==> src/rtl/multdiv_sequencer.sv <==
// Issue/commit sequencer for the shared multi-cycle mul/div unit: start pulses,
// result buffering, regfile-port arbitration and FD hazard stall. Optional RUN
// watchdog is enabled with MULTDIV_TIMEOUT_EN.
//
// state | meaning
// IDLE  | no op in flight, issue may be accepted
// START | one cycle, ctrl_MULT/ctrl_DIV pulse high
// RUN   | waiting for md_ready from the unit
// DONE  | buffered result/exception waits for a free write port
module multdiv_sequencer #(
  parameter int RSTATUS_REG = 30,
  parameter int EXC_MUL     = 4,
  parameter int EXC_DIV     = 5,
  parameter int TIMEOUT     = 40
) (
  input  logic        clock,
  input  logic        reset,
  input  logic        issue_valid,
  input  logic        issue_is_div,
  input  logic [4:0]  issue_rd,
  output logic        issue_accept,
  output logic        ctrl_MULT,
  output logic        ctrl_DIV,
  input  logic        md_ready,
  input  logic        md_exception,
  input  logic [31:0] md_result,
  input  logic        fd_valid,
  input  logic [4:0]  fd_rs,
  input  logic [4:0]  fd_rt,
  input  logic [4:0]  fd_rd,
  input  logic        wb_busy,
  output logic        stall,
  output logic        busy,
  output logic        commit,
  output logic [4:0]  commit_rd,
  output logic [31:0] commit_data
);

  localparam logic [4:0]  LP_RSTATUS = 5'(RSTATUS_REG);
  localparam logic [31:0] LP_EXC_MUL = 32'(EXC_MUL);
  localparam logic [31:0] LP_EXC_DIV = 32'(EXC_DIV);

  typedef enum logic [1:0] {IDLE, START, RUN, DONE} state_t;

  state_t      r_state;
  state_t      w_next_state;
  logic [4:0]  r_pend_rd;
  logic        r_is_div;
  logic [31:0] r_result;
  logic        r_exc;
  logic        r_ctrl_mult;
  logic        r_ctrl_div;
  logic        w_accept;
  logic        w_capture;
  logic        w_timeout;
  logic        w_commit;
  logic        w_rd_hit;
  logic        w_rstatus_hit;

`ifdef MULTDIV_TIMEOUT_EN
  logic [7:0] r_run_cnt;

  assign w_timeout = (r_state == RUN) && !md_ready && (r_run_cnt == 8'(TIMEOUT - 1));

  always_ff @(posedge clock) begin
    if (reset)                 r_run_cnt <= '0;
    else if (r_state == START) r_run_cnt <= '0;
    else if (r_state == RUN)   r_run_cnt <= r_run_cnt + 8'd1;
  end
`else
  logic w_unused_timeout;
  assign w_unused_timeout = (TIMEOUT == 0);
  assign w_timeout        = 1'b0;
`endif

  assign w_accept  = issue_valid && (r_state == IDLE);
  assign w_capture = (r_state == RUN) && md_ready;

  always_ff @(posedge clock) begin
    if (reset) r_state <= IDLE;
    else       r_state <= w_next_state;
  end

  always_comb begin
    w_next_state  = r_state;
    w_commit      = 1'b0;
    w_rd_hit      = 1'b0;
    w_rstatus_hit = 1'b0;
    case (r_state)
      IDLE:  if (w_accept) w_next_state = START;
      START: w_next_state = RUN;
      RUN:   if (w_capture || w_timeout) w_next_state = DONE;
      DONE: begin
        // a zero-rd result without exception leaves here silently
        w_commit = !wb_busy && (r_exc || (r_pend_rd != 5'd0));
        if (!wb_busy) w_next_state = IDLE;
      end
      default: w_next_state = IDLE;
    endcase
    if ((r_state != IDLE) && fd_valid) begin
      w_rd_hit      = (r_pend_rd != 5'd0) &&
                      ((fd_rs == r_pend_rd) || (fd_rt == r_pend_rd) || (fd_rd == r_pend_rd));
      w_rstatus_hit = (fd_rd == LP_RSTATUS);
    end
  end

  always_ff @(posedge clock) begin
    if (reset) begin
      r_ctrl_mult <= 1'b0;
      r_ctrl_div  <= 1'b0;
      r_pend_rd   <= '0;
      r_is_div    <= 1'b0;
      r_result    <= '0;
      r_exc       <= 1'b0;
    end else begin
      r_ctrl_mult <= w_accept && !issue_is_div;
      r_ctrl_div  <= w_accept && issue_is_div;
      if (w_accept) begin
        r_pend_rd <= issue_rd;
        r_is_div  <= issue_is_div;
      end
      if (w_capture) begin
        r_result <= md_result;
        r_exc    <= md_exception;
      end else if (w_timeout) begin
        r_exc <= 1'b1;
      end
    end
  end

  assign issue_accept = w_accept;
  assign ctrl_MULT    = r_ctrl_mult;
  assign ctrl_DIV     = r_ctrl_div;
  assign busy         = (r_state != IDLE);
  assign commit       = w_commit;
  // the pending-rd hazard clears on the commit cycle since the write lands now
  assign stall        = (issue_valid && (r_state != IDLE)) || (w_rd_hit && !w_commit) || w_rstatus_hit;
  assign commit_rd    = !w_commit ? 5'd0 : (r_exc ? LP_RSTATUS : r_pend_rd);
  assign commit_data  = !w_commit ? 32'd0 :
                        (r_exc ? (r_is_div ? LP_EXC_DIV : LP_EXC_MUL) : r_result);

endmodule

==> config.mk <==
export PLATFORM = sky130hd
export DESIGN_NAME = multdiv_sequencer
export DESIGN_NICKNAME = d
export VERILOG_FILES = /design/src/rtl/multdiv_sequencer.sv
export SDC_FILE = /design/constraint.sdc
export NUM_CORES = 1
export LEC_CHECK = 0
export BUFFER_PORTS_ARGS = -buffer_cell sky130_fd_sc_hd__clkbuf_2
export CELL_PAD_IN_SITES_DETAIL_PLACEMENT = 0
export CELL_PAD_IN_SITES_GLOBAL_PLACEMENT = 1
export CORE_MARGIN = 8
export CORE_UTILIZATION = 36
export CTS_BUF_LIST = sky130_fd_sc_hd__clkbuf_8
export CTS_CLUSTER_DIAMETER = 150
export CTS_CLUSTER_SIZE = 8
export DETAILED_ROUTE_END_ITERATION = 6
export HOLD_SLACK_MARGIN = 0.1
export PLACE_DENSITY = 0.91
export SLEW_MARGIN = 5
export SYNTH_ARGS = -nofsm -noshare
export SYNTH_HDL_FRONTEND = slang
export SYNTH_SLANG_ARGS = --single-unit
==> constraint.sdc <==
create_clock -name clock -period 2.65 [get_ports clock]
set_input_delay 0.53 -clock clock [delete_from_list [all_inputs] [get_ports clock]]
set_output_delay 0.53 -clock clock [all_outputs]
set_load 0.005 [all_outputs]
==> results of run 1 <==
## synth_stat cells
cell type / instances / area share, %
nor3_2: 1 / 0.46
dfxtp_1: 43 / 40
nand2_1: 81 / 14
a21oi_1: 39 / 9.1
a31oi_1: 1 / 0.29
nor3b_1: 1 / 0.35
a211oi_1: 1 / 0.35
a21o_1: 1 / 0.35
mux2i_1: 2 / 0.93
buf_1: 1 / 0.17
nor3_1: 6 / 1.4
and4b_1: 1 / 0.46
ha_1: 3 / 1.7
xnor2_1: 6 / 2.4
inv_2: 2 / 0.35
or2_1: 1 / 0.29
nand3_1: 3 / 0.70
clkbuf_1: 14 / 2.4
xor2_1: 9 / 3.7
buf_2: 2 / 0.46
or4_4: 1 / 0.52
and2_4: 30 / 12
a41oi_1: 1 / 0.41
o211ai_1: 1 / 0.35
nor2_2: 1 / 0.29
buf_6: 4 / 2.1
and2_1: 2 / 0.58
nor2_1: 12 / 2.1
o221ai_1: 1 / 0.41
or2b_1: 1 / 0.35
inv_1: 4 / 0.70
## power by group
group	leakage, nW	total [W]	internal, W	switching (W)
Clock	0.0695	0.000591	0.000373	0.000218
Combinational	0.869	0.000436	0.000190	0.000245
Sequential	0.349	0.000784	0.000719	0.0000654
Total	1.29	0.00181	0.00128	0.000529
## routing by layer
layer	track usage (%)	part of all wire (%)	up-vias
li1	-	-	1065
met1	14.49	41	910
met2	22.44	48	70
met3	6.170	11	2
met4	3.221	0.36	0
met5	0	0	-
## worst min-delay path by stage
stage                     slack, ns           end
after floorplan                0.43  r_result[31]
after global placement         0.44  r_result[31]
after detailed placement       0.45  r_result[29]
after CTS                      0.44  r_result[22]
after global routing           0.43  r_result[13]
final                          0.45  r_result[22]
## critical path, cell delays in order (launching register included)
cell and delay [ns]:
dfxtp_1 0.40, or4_4 0.59, nor2_2 0.15, nor3_4 0.05, buf_4 0.21, and2_4 0.17
clkbuf_2 0.10
## through the flow
stage / instances / cell area [um^2] / hold WS (ns)
finish: 445 / 2823 / 0.4454
global route: 445 / 2823 / 0.4293
CTS: 445 / 2823 / 0.4374
detailed placement: 437 / 2690 / 0.4466
global placement: 437 / 2690 / 0.4378
floorplan: 276 / 2153 / 0.4317
## area by class of cell
type	instances	area (um^2)
Clock buffer	5	68.82
Tap cell	75	93.84
Sequential cell	43	860.8
Fill cell	616	3028
Clock inverter	3	63.81
Inverter	6	22.52
Multi-Input combinational cell	206	1165
Timing Repair Buffer	107	548.0
## registers in the layout, indices dropped and copies added (netlist names)
register	flops
r_pend_rd	5
r_result	32
r_state	2
r_exc	1
ctrl_DIV	1
ctrl_MULT	1
r_is_div	1
## cells by family (layout without fill, tap and decap cells)
logic type,count (synthesis),count (layout),synth area share [%]
simple gates,141,141,33.82
compound gates,45,45,11.22
flops,43,43,39.98
buf+inv,27,121,6.217
xor+xnor,15,15,6.101
fa+ha+maj,3,3,1.743
mux,2,2,0.9297
==> results.toml, run 1 <==
[status]
status = "finished clean"

[detailed_routing]
postRouteAntennaNets = 0
post-route-drc-count = 0
routedWlPerCell_um = 12.97
first_pass_iters = 4
first_iter_violations = 94
via_per_inst = 4.600
vias = 2047
drt-total-wl_um = 5772

[clock_network]
path_clk_slew_ns = 0.09
cts_tree = "done"
insertion_delay_ns = 0.29
cts_max_path_buffers = 2
htree_num_levels = 2
post_cts_buffers = 0
hold_buffers = 0
cts.sinks = 43
cts_made_buffers = 5
cts_root_buf = "clkbuf_8"
cts_resized = 0

[die]
die_w_um = 93.34
die_area_um2 = 8712
row_count = 28
initial_core_util_pct = 36.80
fp.dieH_um = 93.34
ios = 103
core_um2 = 5851

[final_layout]
final_common_cell = "clkbuf_2"
areaGrowthSynthToFinish_pct = 31.09
layout-drive-gt1-share_pct = 40.27
final_cell_mix = "clkbuf_2, nand2_1, dfxtp_1, a21oi_1, and2_4"
nets = 432
antenna_cells = 0
finish.utilization_pct = 48.25

[setup_path]
critPathCapture = "commit_data[8]"
startpoint_type = "flop"
critPathMaxFanout = 17
crit_start = "r_pend_rd[3]"
timing.rr.end = "r_result[1]"
reg2reg_slack_ns = 0.90
worstSetupPathType = "flop to primary output"
rr_worst_depth = 6
required_ns = 2.12
rr_startpoint = "r_state[0]"
crit_path_end_kind = "primary output"
arrival_ns = 1.96

[global_routing]
grt_overflow = 0
grt_pass1_vias = 2067
grt_pass1_wl_um = 9439
antenna_found_initial = 0
grt_max_degree = 44
grt_usage_pct = 13.20

[sta]
hold_violations = 0
fin_tns_setup_ns = 0
slew_headroom_pct = 41.13
clock_skew_ns = 0.007975
setup_slack_ns = 0.1601
worst_pin_slew_ns = 0.8831
fin_crit_ns = 2.490
finalMaxSlewViolations = 0
fmax_mhz = 401.6
finalSetupViolations = 0
rsz0062_at_grt = "no"
min_period_over_period_pct = 93.96

[synth]
syn_inst = 276
ys_ff_latch = 43
synth_area_per_cell_um2 = 7.802
ys_seq_area_share_pct = 39.98
ys.warnings.count = 0
yosysUniqueCellTypes = 31
synth_fp_nets = 339
synth_area_um2 = 2153

[place]
place_hpwl_um = 4497
place_congestion = 0.7958
place_ws_ns = 0.4249
portBuffers = 102

[worst_hold_path]
min-delay-start = "md_result[22]"
whs_path_depth = 3
hold_path.class = "primary input to flop"

[run]
cap_violations = 0

[power]
vdd_drop_max_v = 0.0003857
finalPower_w = 0.001811
power_density_nw_per_um2 = 641.6
power.leakage_nw = 1.288
(Power assumes the default switching activity.)
==> run 2, diff against run 1 <==
RECOVER_POWER = 50   (was unset)
==> run 2 against run 1 <==
Compared with the run above:
- non-clock buffer count unchanged
- wire length about the same
- setup slack about the same
- register-to-register slack worse by 0.33 ns
- clock-buffer cell count unchanged
- global-route usage unchanged
- cell count unchanged
- total power down 0.33%
- die area unchanged
- worst hold slack about the same
- via count about the same
==> results.toml, run 2 (synthesis results as in run 1) <==
[status]
status = "finished clean"

[sta]
rsz0062_at_grt = "no"
min_period_over_period_pct = 93.96
fin_tns_setup_ns = 0
finalMaxSlewViolations = 0
hold_violations = 0
finalSetupViolations = 0
fin_crit_ns = 2.490
clock_skew_ns = 0.008114
slew_headroom_pct = 41.15
fmax_mhz = 401.6
hold_ws_ns = 0.4452
worst_pin_slew_ns = 0.8827

[clock_network]
cts_tree = "done"
cts_made_buffers = 5
insertion_delay_ns = 0.29
cts_root_buf = "clkbuf_8"
htree_num_levels = 2
cts_max_path_buffers = 2
cts.sinks = 43
hold_buffers = 0
post_cts_buffers = 0
path_clk_slew_ns = 0.09
cts_resized = 0

[detailed_routing]
vias = 2046
via_per_inst = 4.598
drt-total-wl_um = 5771
postRouteAntennaNets = 0
first_iter_violations = 99
post-route-drc-count = 0
first_pass_iters = 4
routedWlPerCell_um = 12.97

[die]
fp.dieH_um = 93.34
die_area_um2 = 8712
die_w_um = 93.34
core_um2 = 5851
row_count = 28
initial_core_util_pct = 36.80
ios = 103

[setup_path]
startpoint_type = "flop"
required_ns = 2.12
worstSetupPathType = "flop to primary output"
crit_path_end_kind = "primary output"
arrival_ns = 1.96
critPathMaxFanout = 17
reg2reg_slack_ns = 0.57

[final_layout]
areaGrowthSynthToFinish_pct = 30.85
final_cell_mix = "clkbuf_2, nand2_1, dfxtp_1, a21oi_1, and2_4"
layout-drive-gt1-share_pct = 39.19
final_common_cell = "clkbuf_2"
nets = 432
nFillCells = 617
reg.largest.list = "r_result x32, r_pend_rd x5, r_state x2"
regMostFlops = "r_result"
antenna_cells = 0
largest_reg_flops = 32

[power]
power_density_nw_per_um2 = 640.6
power.leakage_nw = 1.284
vdd_drop_max_v = 0.0003855

[global_routing]
antenna_found_initial = 0
grt_pass1_wl_um = 9439
grt_max_degree = 44
grt_overflow = 0
grt_pass1_vias = 2067
grt_usage_pct = 13.20

[worst_hold_path]
hold_path.class = "primary input to flop"

[place]
place_hpwl_um = 4497
portBuffers = 102
place_congestion = 0.7958

[run]
cap_violations = 0
## run 2: report_power, final
| part | internal, W | switching, W |
|---|---|---|
| combinational | 0.000187 | 0.000243 |
| sequential | 0.000719 | 0.0000654 |
| clock | 0.000373 | 0.000218 |
| total | 0.00128 | 0.000527 |
## run 2: final cells by class
cell class | instances | area (um^2) | area share (%)
repair buffers | 107 | 543.0 | 19.27
multi-input cells | 206 | 1165 | 41.34
well taps | 75 | 93.84 | 3.330
flip-flops and latches | 43 | 860.8 | 30.55
clock inverters | 3 | 63.81 | 2.265
inverters | 6 | 22.52 | 0.7993
clock buffers | 5 | 68.82 | 2.442
## run 2: final timing paths
kind,from,endpoint,cells past startpoint
max,r_pend_rd[3],commit_data[8],6
min,md_result[22],r_result[22],3
max reg2reg,r_state[0],r_result[1],6
min reg2reg,r_result[29],r_result[29],2
## run 2: layer usage
layer  routed length (um)  GRT usage [%]  vias to the layer above
met1                 2339          14.49                      909
met5                    0              0                        -
met4                   21          3.221                        0
met3                  613          6.170                        2
met2                 2797          22.44                       70
li1                     -              -                     1065
## run 2: worst max-delay path, cell delays in order, from the launching register on
cell,delay [ns]
dfxtp_1,0.40
or4_4,0.59
nor2_2,0.15
nor3_4,0.05
buf_4,0.21
and2_4,0.17
clkbuf_2,0.10
## run 2: per-stage QoR
step                instances  area (um^2)  total power, W  worst slack [ns]  util, %
floorplan                 276         2153        0.001094            0.6918        -
global placement          437         2690        0.001225            0.4736    45.98
detailed placement        437         2690        0.001244            0.4249    45.98
CTS                       445         2823        0.001840            0.1374    48.25
global route              445         2818        0.001928           0.02464    48.16
finish                    445         2818        0.001805            0.1600    48.16
